<file path="config.mk">
export PLATFORM = sky130hd
export DESIGN_NAME = mem_arbiter
export DESIGN_NICKNAME = d
export VERILOG_FILES = /design/src/rtl/mem_arbiter.sv
export SDC_FILE = /design/constraint.sdc
export NUM_CORES = 1
export LEC_CHECK = 0
export CAP_MARGIN = 20
export CORE_MARGIN = 2
export CORE_UTILIZATION = 34
export CTS_CLUSTER_SIZE = 24
export DETAILED_ROUTE_END_ITERATION = 12
export GPL_TIMING_DRIVEN = 0
export HOLD_SLACK_MARGIN = 0.02
export PLACE_DENSITY_LB_ADDON = 0.15
export SLEW_MARGIN = 30
export SYNTH_ARGS = -nofsm -noshare
export SYNTH_HDL_FRONTEND = slang
export SYNTH_SLANG_ARGS = --single-unit
</file>
<file path="constraint.sdc">
create_clock -name clk -period 3.3 [get_ports clk]
set_clock_uncertainty 0.15 [all_clocks]
set_input_delay 0.66 -clock clk [delete_from_list [all_inputs] [get_ports clk]]
set_output_delay 0.66 -clock clk [all_outputs]
set_load 0.03 [all_outputs]
</file>
<file path="src/rtl/mem_arbiter.sv">
// mem_arbiter: shares one memory bus between the instruction-fetch port and the
// load/store data port. One transaction is outstanding at a time:
// IDLE (arbitrate + latch) -> REQ (hold request until grant) -> RESP (wait response).
// Data requests win arbitration. When MEM_ARB_ANTI_STARVE_EN is defined, a saturating
// counter of data grants taken while fetch waits lets fetch win once it reaches STARVE_MAX.
//
// Ports:
//   clk, reset                  clock, asynchronous active-high reset
//   if_req_i/if_adr_i           fetch request and address (held until if_gnt_o)
//   if_gnt_o/if_rvalid_o        fetch grant / response valid (same-cycle as bus events)
//   if_rdata_o                  fetched instruction
//   flush_i                     redirect; drops the in-flight fetch response
//   d_req_i/d_adr_i/d_we_i      data request, address, store enable
//   d_wdata_i/d_size_i          store data, access size
//   d_gnt_o/d_rvalid_o          data grant / response valid
//   d_rdata_o                   load data
//   mem_req_o/mem_adr_o/...     registered memory request and payload
//   mem_gnt_i/mem_rvalid_i      memory grant / response valid
//   mem_rdata_i                 memory response data
module mem_arbiter #(
    parameter int unsigned XLEN = 32
`ifdef MEM_ARB_ANTI_STARVE_EN
    ,
    parameter int unsigned STARVE_MAX = 4
`endif
) (
    input  logic            clk,
    input  logic            reset,
    input  logic            if_req_i,
    input  logic [XLEN-1:0] if_adr_i,
    output logic            if_gnt_o,
    output logic            if_rvalid_o,
    output logic [31:0]     if_rdata_o,
    input  logic            flush_i,
    input  logic            d_req_i,
    input  logic [XLEN-1:0] d_adr_i,
    input  logic            d_we_i,
    input  logic [XLEN-1:0] d_wdata_i,
    input  logic [2:0]      d_size_i,
    output logic            d_gnt_o,
    output logic            d_rvalid_o,
    output logic [XLEN-1:0] d_rdata_o,
    output logic            mem_req_o,
    output logic [XLEN-1:0] mem_adr_o,
    output logic            mem_we_o,
    output logic [XLEN-1:0] mem_wdata_o,
    output logic [2:0]      mem_size_o,
    input  logic            mem_gnt_i,
    input  logic            mem_rvalid_i,
    input  logic [XLEN-1:0] mem_rdata_i
);

    localparam logic       OWNER_FETCH = 1'b0;
    localparam logic       OWNER_DATA  = 1'b1;
    localparam logic [2:0] FETCH_SIZE  = 3'b010;

    typedef enum logic [1:0] {
        IDLE = 2'd0,
        REQ  = 2'd1,
        RESP = 2'd2
    } state_t;

    state_t state_q;
    state_t state_d;
    logic   owner_q;
    logic   drop_q;
    logic   any_req;
    logic   pick_data;
    logic   bus_gnt_c;
    logic   bus_rsp_c;

`ifdef MEM_ARB_ANTI_STARVE_EN
    localparam logic [2:0] STARVE_LIM = 3'(STARVE_MAX);
    logic [2:0] starve_q;
`endif

    // Arbitration: data first, unless fetch has been passed over too often.
    always_comb begin
        any_req   = if_req_i | d_req_i;
        pick_data = d_req_i;
`ifdef MEM_ARB_ANTI_STARVE_EN
        if (if_req_i && (starve_q >= STARVE_LIM)) begin
            pick_data = 1'b0;
        end
`endif
    end

    // Next-state logic.
    always_comb begin
        state_d = state_q;
        case (state_q)
            IDLE:    if (any_req)      state_d = REQ;
            REQ:     if (mem_gnt_i)    state_d = RESP;
            RESP:    if (mem_rvalid_i) state_d = IDLE;
            default:                   state_d = IDLE;
        endcase
    end

    // State register.
    always_ff @(posedge clk or posedge reset) begin
        if (reset) begin
            state_q <= IDLE;
        end else begin
            state_q <= state_d;
        end
    end

    // Owner and bus payload are captured once at arbitration and held for the transaction.
    always_ff @(posedge clk or posedge reset) begin
        if (reset) begin
            owner_q     <= OWNER_FETCH;
            mem_req_o   <= 1'b0;
            mem_adr_o   <= '0;
            mem_we_o    <= 1'b0;
            mem_wdata_o <= '0;
            mem_size_o  <= '0;
        end else begin
            mem_req_o <= (state_d == REQ);
            if ((state_q == IDLE) && any_req) begin
                owner_q <= pick_data;
                if (pick_data) begin
                    mem_adr_o   <= d_adr_i;
                    mem_we_o    <= d_we_i;
                    mem_wdata_o <= d_wdata_i;
                    mem_size_o  <= d_size_i;
                end else begin
                    mem_adr_o   <= if_adr_i;
                    mem_we_o    <= 1'b0;
                    mem_wdata_o <= '0;
                    mem_size_o  <= FETCH_SIZE;
                end
            end
        end
    end

    // Drop flag: a redirect during an in-flight fetch discards that fetch's response.
    always_ff @(posedge clk or posedge reset) begin
        if (reset) begin
            drop_q <= 1'b0;
        end else if (state_d == IDLE) begin
            drop_q <= 1'b0;
        end else if ((state_q != IDLE) && (owner_q == OWNER_FETCH) && flush_i) begin
            drop_q <= 1'b1;
        end
    end

`ifdef MEM_ARB_ANTI_STARVE_EN
    // Saturating count of data grants taken while fetch was waiting.
    always_ff @(posedge clk or posedge reset) begin
        if (reset) begin
            starve_q <= 3'd0;
        end else if ((state_q == IDLE) && any_req && !if_req_i) begin
            starve_q <= 3'd0;
        end else if (bus_gnt_c) begin
            if (owner_q == OWNER_FETCH) begin
                starve_q <= 3'd0;
            end else if (if_req_i && (starve_q != 3'd7)) begin
                starve_q <= starve_q + 3'd1;
            end
        end
    end
`endif

    // Grant and response are forwarded to the owner in the same cycle they occur on the bus.
    assign bus_gnt_c   = (state_q == REQ) && mem_gnt_i;
    assign bus_rsp_c   = (state_q == RESP) && mem_rvalid_i;

    assign if_gnt_o    = bus_gnt_c && (owner_q == OWNER_FETCH);
    assign d_gnt_o     = bus_gnt_c && (owner_q == OWNER_DATA);
    assign if_rvalid_o = bus_rsp_c && (owner_q == OWNER_FETCH) && !drop_q && !flush_i;
    assign d_rvalid_o  = bus_rsp_c && (owner_q == OWNER_DATA);

    // Read data is zero outside a valid response so idle outputs stay quiet.
    assign if_rdata_o  = if_rvalid_o ? mem_rdata_i[31:0] : 32'h0;
    assign d_rdata_o   = d_rvalid_o ? mem_rdata_i : '0;

endmodule

</file>
**Yosys cells after proc, flatten, opt, wreduce, memory -nomap -nowiden**

Cells that the tools add are included.

- Bits of input ports: 139
- Bits in latches: 0
- ROM bits: 0
- RAM bits: 0
- Memories: 0
- Flip-flop bits (word level): 73
- Logic and storage cells: 42

- Muxes and demuxes: 12
- Multiply operators: 0
- $lt $le $gt $ge: 0
- Divide/modulo/power cells: 0
- Add/subtract/negate cells: 0
- Shift-type cells: 0
- Bitwise logic cells: 2
- Reductions and logical operators: 17
- Equal/unequal tests: 3

Operator list:

| kind | number |
|---|---|
| $mux W32 | 4 |
| $logic_and A1 B1 Y1 | 11 |
| $mux W2 | 3 |
| $pmux W2 S3 | 1 |
| $eq A2 B1 Y1 const B | 2 |
| $logic_not A2 Y1 | 2 |
| $reduce_bool A2 Y1 | 2 |
| $mux W1 | 3 |
| $mux W3 | 1 |
| $eq A2 B2 Y1 const B | 1 |
| $logic_not A1 Y1 | 2 |
| $not A1 Y1 | 1 |
| $or A1 B1 Y1 | 1 |

**Longest topological paths before layout**

- Depth after elaboration: 6
- Gate-level depth with buffers: 5
- Mapped depth without buffers: 3

**Least setup slack after synthesis**

Ideal clock, no wire load.

- Path type: input port to output port
- Start point: input flush_i
- End point: output if_rdata_o[22]
- Slack: 0.787 ns
- Data required time: 2.490 ns
- Cell stages on the path: 4
- Buffers on the path: 1
- Arrival: 1.703 ns
- Cells stage by stage: or3_4 > nor3_4 > buf_6 > and2_1

- Longest elaborated chain between the ends: 3

Ends and longest elaborated chain:

| what | RTL line | text |
|---|---|---|
| start, declared | 34 | `input logic flush_i,` |
| $logic_not A1 Y1 | 170 | `assign if_rvalid_o = bus_rsp_c && (owner_q == OWNER_FETCH) && !drop_q && !flush_i;` |
| $logic_and A1 B1 Y1 | 170 |  |
| named net if_rvalid_o | 32 | `output logic if_rvalid_o,` |
| $mux W32 | 174 | `assign if_rdata_o = if_rvalid_o ? mem_rdata_i[31:0] : 32'h0;` |
| end, declared | 33 | `output logic [31:0] if_rdata_o,` |

The timed path passes the listed nets, and every way through them passes these cells.

**Worst setup path after layout**

- Start point: input flush_i
- End point: output if_rdata_o[19]

- Longest elaborated chain between the ends: 3

Ends and longest elaborated chain:

| what | RTL line |
|---|---|
| $logic_not A1 Y1 | 170 |
| $logic_and A1 B1 Y1 | 170 |
| $mux W32 | 174 |

No other way between the ends.

==> results <==
-- registers in the layout, summed over array words and instances (netlist names) --
name         cells
mem_req_o        1
mem_wdata_o     32
owner_q          1
mem_we_o         1
mem_size_o       3
state_q          2
drop_q           1
mem_adr_o       32
-- through the flow --
| stage | area, sq um | power [mW] |
|---|---|---|
| 2_1_floorplan | 3560 | 3.24 |
| 3_3_place_gp | 6470 | 4.48 |
| 3_5_place_dp | 6500 | 4.53 |
| 4_1_cts | 6670 | 5.37 |
| 5_1_grt | 6700 | 5.59 |
| 6_report | 6700 | 5.31 |
-- final timing paths --
kind,start,end,cells after the start
worst max-delay path,flush_i,if_rdata_o[19],6
worst min-delay path,mem_adr_o[15],mem_adr_o[15],1
worst max register to register,state_q[1],mem_adr_o[17],3
worst min register to register,mem_adr_o[15],mem_adr_o[15],1
max in group asynchronous,reset,drop_q,3
min in group asynchronous,reset,mem_size_o[1],2
-- cell type report --
type                            instances  area share (%)
Inverter                                4           0.262
Tap cell                              136            2.54
Clock buffer                            9            1.85
Timing Repair Buffer                  275            40.5
Clock inverter                          7            1.78
Sequential cell                        73            27.3
Multi-Input combinational cell        185            23.9
Buffer                                 21            1.94
-- critical path, stage by stage --
cell and delay [ps]:
clkdlybuf4s50_1 420, or3_4 350, nor3_4 250, buf_6 180
and2_1 130, clkdlybuf4s15_1 390
-- cells by family (layout without fill, tap and decap cells) --
| group | count (synthesis) | in the layout | share of synthesized area [%] |
|---|---|---|---|
| and+or+nand+nor | 78 | 78 | 14.4 |
| DFF | 73 | 73 | 51.3 |
| muxes | 64 | 64 | 20.2 |
| AOI/OAI and AO/OA | 43 | 43 | 10.0 |
| buffers and inverters | 25 | 316 | 4.00 |
-- layout by cell type, fill, tap and decap left out, drive strengths merged, types with 3 or more instances in the layout --
cell type / n
clkdlybuf4s15: 18
mux2: 64
o21ai: 5
and2: 65
nor2: 4
nor3: 3
dfrtp: 73
bufinv: 3
inv: 4
dlymetal6s2s: 3
dlygate4sd2: 44
clkbuf: 13
clkdlybuf4s50: 208
a22o: 35
buf: 19
-- power by group --
part           internal (mW)  leakage, nW  switching (mW)
combinational           1.37         2.07            1.54
clock                  0.502        0.115           0.339
sequential              1.31        0.893           0.239
total                   3.19         3.08            2.12
-- layer usage --
| layer | vias up | part of all wire [%] | global-route usage [%] |
|---|---|---|---|
| met1 | 1532 | 35 | 21.3 |
| met4 | 0 | 2.6 | 7.14 |
| met2 | 158 | 52 | 36.4 |
| li1 | 1563 | - | - |
| met3 | 17 | 11 | 8.58 |
| met5 | - | 0 | 0 |
==> impl_metrics.yaml <==
logic_synthesis:
  avgSynthCellArea_sq_um: 12.6
  synth_cell_type_count: 24
  synth_ff_type: "dfrtp_1"
  synth.most_common_cell: "dfrtp_1"
  synth_top_area_share_pct: 51.3
  synth_area_sq_um: 3560
  yosysTopAreaCell: "dfrtp_1"
  syn_inst: 283
  yosysWarnings: 0
  ys_seq_elements: 73
  synth_common_cells: "dfrtp_1, and2_1, mux2_2"
  synth_edf_count: 0
  synth_fp_nets: 422
  seq_area_frac_synth_pct: 51.3
  synth_area_leaders: "dfrtp_1, mux2_2, and2_1, a22o_1, buf_2"
  synthArstFlopShare_pct: 100
cts:
  post_cts_buffers: 0
  numCtsBuffers: 9
  clk-insertion-delay-late_ps: 330
  cts.sinks: 73
  holdBufCountCts: 0
  cts_resized: 66
  path_clk_slew_ps: 70
  cts-root-buf: "clkbuf_8"
  cts_tree: "built"
  cts_htree_levels: 3
  cts_buffer_depth: 2
route:
  via_per_inst: 4.61
  wl_per_cell_um: 16.2
  drtPass1Iterations: 4
  route.final.wire_length_mm: 11.5
  antenna_left: 0
  drcViolationCount: 0
  num_vias: 3270
  drt_iter0_drc: 88
final_layout:
  fill_cells: 854
  fin_cells: 710
  drive_gt1_share_pct: 19.2
  final_util_pct: 65.5
  regArea_sq_um: 1830
  final_nets: 708
  multi_input_area_sq_um: 1600
  diodes: 0
  area_growth_pct: 88.0
worst_setup_path:
  cp.arrival_ps: 2380
  crit_fanout: 10
  start_kind: "input port"
  path_class: "in -> out"
  cp-end-kind: "primary output"
  r2r_slack_ps: 1590
  crit_required_ps: 2490
global_routing:
  overflow: 0
  antenna_found_initial: 0
  grt_pass1_vias: 3407
  grt_max_degree: 41
  track_usage_pct: 20.3
  grt_first_pass_wirelength_mm: 17.9
outcome:
  status: "finished clean"
placed_design:
  dp_cells: 694
  dp_hpwl_mm: 9.34
  gp_congestion: 0.828
  dp_worst_setup_slack_ps: -332
  port-buffer-count: 274
floorplanning:
  fp.coreArea_sq_um: 10200
  dieArea_sq_um: 11300
  die_y_um: 106
  ios: 276
  fp.dieW_um: 106
  row_count: 37
  start_util_pct: 34.8
timing:
  min_period_ps: 3190
  final.setup.tns_ps: 0
  timing.hold.ws_ps: 358
  max_slew_margin_pct: 70.3
  finalWorstSetupSlack_ps: 113
  finalSetupViolations: 0
  clock.fmax_mhz: 314
  timing.final.crit_share_pct: 96.6
  slew_viol_final: 0
  worst_slew_pin_slew_ps: 446
  hold_viol: 0
run:
  maxCapViolCount: 0
power_and_ir_drop:
  p_leak_nw: 3.08
  peakVddDrop_mv: 0.482
  power-per-cell-area_nw_per_um2: 793
hold_path:
  hold_path_class: "reg -> reg"
No activity file was read; power rests on OpenSTA's default activity.
